## config.mk

```make
export PLATFORM = sky130hd
export DESIGN_NAME = gate_exerciser
export DESIGN_NICKNAME = d
export VERILOG_FILES = /design/src/rtl/gate_exerciser.sv
export SDC_FILE = /design/constraint.sdc
export NUM_CORES = 1
export LEC_CHECK = 0
export BUFFER_PORTS_ARGS = -buffer_cell sky130_fd_sc_hd__buf_2
export CAP_MARGIN = 20
export CORE_MARGIN = 1
export CORE_UTILIZATION = 40
export DETAILED_ROUTE_END_ITERATION = 6
export PLACE_DENSITY_LB_ADDON = 0.08
export SETUP_SLACK_MARGIN = 0.3
export SLEW_MARGIN = 20
export SYNTH_ARGS = -nofsm -noshare
export SYNTH_HDL_FRONTEND = slang
export SYNTH_SLANG_ARGS = --single-unit
```

## constraint.sdc

```tcl
create_clock -name clk -period 2.5 [get_ports clk]
set_input_delay 0.25 -clock clk [delete_from_list [all_inputs] [get_ports clk]]
set_output_delay 0.25 -clock clk [all_outputs]
set_load 0.02 [all_outputs]
```

## src/rtl/gate_exerciser.sv

```systemverilog
// gate_exerciser: sweeps a basic gate through every input combination,
// samples its output y and checks it against the truth table TRUTH.
//
// Parameters:
//   N_IN   number of gate inputs driven (1..6)
//   TRUTH  expected y per input vector; bit i = expected y when vec == i
//   SETTLE extra cycles each vector is held before y is sampled (0..15)
//
// Ports:
//   clk        rising-edge clock
//   rst_n      synchronous reset, active low
//   start      level-sampled request to begin a sweep (ignored while busy)
//   y          output of the gate under test (combinational from vec)
//   vec        gate input vector, vec[0]=a, vec[1]=b
//   busy       sweep in progress
//   done       sweep finished; held until the next accepted start
//   pass       valid when done=1; 1 = zero mismatches
//   err_count  number of mismatching vectors in the last sweep
//   fail_vec   vector of the first mismatch; 0 if none
//
// Optional feature macro: GATE_EXERCISER_STOP_ON_FAIL_EN
//   When defined, the sweep ends at the first mismatch and vec holds the
//   failing vector.
//
// state | meaning
// IDLE  | after reset, waiting for start
// HOLD  | driving vec, waiting SETTLE cycles, then sampling y
// DONE  | sweep finished, results held, waiting for start
module gate_exerciser #(
  parameter int N_IN = 2,
  parameter logic [(2**N_IN)-1:0] TRUTH = 4'b1110,
  parameter int SETTLE = 2
) (
  input  logic            clk,
  input  logic            rst_n,
  input  logic            start,
  input  logic            y,
  output logic [N_IN-1:0] vec,
  output logic            busy,
  output logic            done,
  output logic            pass,
  output logic [N_IN:0]   err_count,
  output logic [N_IN-1:0] fail_vec
);

  typedef enum logic [1:0] {
    IDLE = 2'd0,
    HOLD = 2'd1,
    DONE = 2'd2
  } state_t;

  localparam logic [3:0]  SETTLE_C = SETTLE[3:0];
  localparam logic [N_IN:0] ERR_ONE = {{N_IN{1'b0}}, 1'b1};

  state_t          state, state_nxt;
  logic [3:0]      wait_cnt, wait_nxt;
  logic [N_IN-1:0] vec_nxt, fail_nxt;
  logic            busy_nxt, done_nxt, pass_nxt;
  logic [N_IN:0]   err_nxt;
  logic            mismatch;

  assign mismatch = (y != TRUTH[vec]);

  always_ff @(posedge clk) begin
    if (!rst_n) begin
      state     <= IDLE;
      wait_cnt  <= 4'd0;
      vec       <= '0;
      busy      <= 1'b0;
      done      <= 1'b0;
      pass      <= 1'b0;
      err_count <= '0;
      fail_vec  <= '0;
    end else begin
      state     <= state_nxt;
      wait_cnt  <= wait_nxt;
      vec       <= vec_nxt;
      busy      <= busy_nxt;
      done      <= done_nxt;
      pass      <= pass_nxt;
      err_count <= err_nxt;
      fail_vec  <= fail_nxt;
    end
  end

  always_comb begin
    state_nxt = state;
    wait_nxt  = wait_cnt;
    vec_nxt   = vec;
    busy_nxt  = busy;
    done_nxt  = done;
    pass_nxt  = pass;
    err_nxt   = err_count;
    fail_nxt  = fail_vec;

    case (state)
      HOLD: begin
        if (wait_cnt < SETTLE_C) begin
          wait_nxt = wait_cnt + 4'd1;
        end else begin
`ifdef GATE_EXERCISER_STOP_ON_FAIL_EN
          if (mismatch) begin
            // first mismatch ends the sweep; vec stays on the failing vector
            state_nxt = DONE;
            busy_nxt  = 1'b0;
            done_nxt  = 1'b1;
            pass_nxt  = 1'b0;
            err_nxt   = ERR_ONE;
            fail_nxt  = vec;
          end else if (&vec) begin
            state_nxt = DONE;
            busy_nxt  = 1'b0;
            done_nxt  = 1'b1;
            pass_nxt  = (err_count == '0);
          end else begin
            vec_nxt  = vec + 1'b1;
            wait_nxt = 4'd0;
          end
`else
          if (mismatch) begin
            err_nxt = err_count + ERR_ONE;
            if (err_count == '0) fail_nxt = vec;
          end
          if (&vec) begin
            // pass includes the sample taken on this final edge
            state_nxt = DONE;
            busy_nxt  = 1'b0;
            done_nxt  = 1'b1;
            pass_nxt  = (err_nxt == '0);
          end else begin
            vec_nxt  = vec + 1'b1;
            wait_nxt = 4'd0;
          end
`endif
        end
      end
      default: begin
        if (start) begin
          state_nxt = HOLD;
          vec_nxt   = '0;
          wait_nxt  = 4'd0;
          busy_nxt  = 1'b1;
          done_nxt  = 1'b0;
          pass_nxt  = 1'b0;
          err_nxt   = '0;
          fail_nxt  = '0;
        end
      end
    endcase
  end

endmodule
```

==> flow_summary.ini <==
[finish]
syn2layout_area_growth_pct = 17.3
fin_util = 0.505
design_area_um2 = 872
antenna_cells = 0
layout_commonest_cell = dfxtp_1
final_cell_mix = 14 x dfxtp_1, 13 x buf_2, 11 x nand2_1
n_fill_cell = 184
drive_above_1_share = 0.265
final_cell_count_no_fill = 123
nets = 108

[worst_setup_path]
crit_path_max_fanout = 5
path_cells = inv_1 > ha_1 > xnor2_1 > nand4b_1 > mux2i_1
path_depth = 5
slowest_stage = dfxtp_1
crit_buf_inv = 1
critical-path-top-delay-family = flip-flops
path_class = register to register
start_kind = register
rr_worst_depth = 5
arrival_ns = 1.80
worstSetupEndpointType = register
cpPeakStageDelay_ns = 0.40
worstPathRequired_ns = 2.67

[clocking]
cts_root_buf = clkbuf_4
tritoncts = built
cts_max_level = 1
cts_resized = 0
cts_hold_buf = 0
clock_path_buffers = 2
cts_buffers = 3
cts_sinks = 14
post_cts_buffers = 0
path_clk_slew_ns = 0.08
clk_latency_ns = 0.28

[timing]
relSlewSlack = 0.729
setup_violations = 0
max_freq_mhz = 614
hold_viol_final = 0
fin_crit_sh = 0.652
final.setup.tns_ns = 0
grt_setup_unrepaired = no
fin_skew_ns = 0.00520
final_max_slew_viol_count = 0
post-route-min-period_ns = 1.63
fin_ws_ns = 0.871
tightest_slew_ns = 0.404

[power]
switchingPower_w = 0.000116
intPower_w = 0.000337
cellPowerDensity_nw_per_um2 = 519
switching_share = 0.256
p_leak_nw = 0.370
pwr-share-comb = 0.128
pwr-share-seq = 0.514
p_clk_frac = 0.359
peakVddDrop_mv = 0.296

[route]
ant_nets = 0
via_per_inst = 5.15
wl_per_cell_um = 12.4
drt_iter0_drc = 4
routed_wl_um = 1530
drt_first_pass_iters = 4
drcViolationCount = 0
vias = 634

[run]
drv_cap = 0

[grt]
grt_pass1_wl_um = 2460
grt_max_degree = 11
gr-total-overflow = 0
grt_pass1_vias = 545
grt_usage = 0.173
antenna_found_initial = 0

[synthesis]
syn-instance-count = 82
ys_warn_count = 0
ys_types = 36
synth.avg_cell_area_um2 = 9.06
seq_area_frac_synth = 0.377
synth_area_um2 = 743
synth_seq_cells = 14
synth_nets = 91

[hold_path]
holdPathStages = 2
hp-class = input pin to register

[place]
dp_slack_ns = 0.877
gp_routability_congestion = 0.820
port_buffers = 13
hpwl_um = 1180
place_area_um2 = 836
placed_cells = 119

[floorplanning]
top_level_ports = 14
fp.dieH_um = 45.1
core-area_um2 = 1730
die_width_um = 45.1
fp.dieArea_um2 = 2030
start_util = 0.430
rows = 15

[run_status]
run_status = finished, final reports clean
[cells by family after synthesis]
| group | count (synthesis) | synth area share |
|---|---|---|
| flip-flops | 14 | 0.377 |
| adder cells (fa/ha/maj) | 5 | 0.0842 |
| AO/OA/AOI/OAI | 20 | 0.199 |
| multiplexers | 3 | 0.0572 |
| AND/OR/NAND/NOR | 32 | 0.229 |
| XOR/XNOR | 2 | 0.0236 |
| buffers and inverters | 6 | 0.0303 |
[worst reg2reg max path, cell delays in order, from the launching register on]
cell and delay, ns:
dfxtp_1 0.40, inv_1 0.08, ha_1 0.23, xnor2_1 0.37, nand4b_1 0.26, mux2i_1 0.17
[path summary, 6_finish.rpt]
kind	from	to	slack, ns
worst max-delay path	vec[0]	fail_vec[0]	0.87
worst min-delay path	start	state[0]	0.28
worst min register to register	fail_vec[1]	fail_vec[1]	0.48
worst max register to register	vec[0]	fail_vec[0]	0.87
[sequential cells by signal, indices dropped and copies added (netlist names)]
register	count
vec	2
wait_cnt	4
err_count	3
pass	1
state	2
fail_vec	2
[cells in the mapped netlist]
| cell type | number | area (µm²) |
|---|---|---|
| dfxtp_1 | 14 | 280 |
| nand2_1 | 11 | 41.3 |
| a21oi_1 | 7 | 35.0 |
| ha_1 | 5 | 62.6 |
| inv_1 | 4 | 15.0 |
| nand3_1 | 4 | 20.0 |
| nor2_1 | 3 | 11.3 |
| a22oi_1 | 2 | 15.0 |
| mux2i_1 | 2 | 20.0 |
| nand4_1 | 2 | 12.5 |
| nor2_2 | 2 | 12.5 |
| o21ai_1 | 2 | 10.0 |
| a2111oi_2 | 1 | 15.0 |
| a211oi_2 | 1 | 12.5 |
| a31oi_1 | 1 | 6.26 |
| and2b_2 | 1 | 8.76 |
| and3_1 | 1 | 6.26 |
| clkbuf_1 | 1 | 3.75 |
| clkinv_1 | 1 | 3.75 |
| mux2i_4 | 1 | 22.5 |
| nand2b_1 | 1 | 6.26 |
| nand3b_1 | 1 | 7.51 |
| nand4b_1 | 1 | 8.76 |
| nor3_1 | 1 | 5.00 |
| nor4_1 | 1 | 6.26 |
| o211a_1 | 1 | 10.0 |
| o21ai_0 | 1 | 5.00 |
| o21ai_2 | 1 | 8.76 |
| o21bai_1 | 1 | 7.51 |
| o22ai_1 | 1 | 6.26 |
| o32ai_2 | 1 | 16.3 |
| or2_0 | 1 | 6.26 |
| or3_1 | 1 | 6.26 |
| or3_4 | 1 | 11.3 |
| xnor2_1 | 1 | 8.76 |
| xor2_1 | 1 | 8.76 |
[per-layer routing]
layer / share of wire / wire (µm) / GRT usage
met5: 0 / 0 / 0
met3: 0.041 / 62 / 0.0640
met2: 0.46 / 701 / 0.264
met1: 0.49 / 748 / 0.220
met4: 0.0085 / 13 / 0.0727
[area by class of cell]
class / instances / area [µm²] / area share
well taps: 25 / 31.3 / 0.0359
inverters: 5 / 18.8 / 0.0215
flip-flops and latches: 14 / 280 / 0.321
clock buffers: 4 / 36.3 / 0.0416
multi-input cells: 62 / 440 / 0.505
repair buffers: 13 / 65.1 / 0.0746
[power by group through the flow]
stage / Sequential [W] / Clock (W) / Combinational [W]
2_1_floorplan: 0.000240 / 0 / 0.0000395
3_3_place_gp: 0.000237 / 0 / 0.0000578
3_5_place_dp: 0.000237 / 0 / 0.0000580
4_1_cts: 0.000232 / 0.000169 / 0.0000584
5_1_grt: 0.000233 / 0.000183 / 0.0000643
6_report: 0.000232 / 0.000162 / 0.0000577
[through the flow]
step | power (W) | hold slack (ns)
after floorplan | 0.000280 | 0.388
after CTS | 0.000460 | 0.270
final | 0.000452 | 0.281
after global placement | 0.000295 | 0.455
after detailed placement | 0.000296 | 0.465
after global routing | 0.000481 | 0.276
Power figures use the tool's default switching activity.
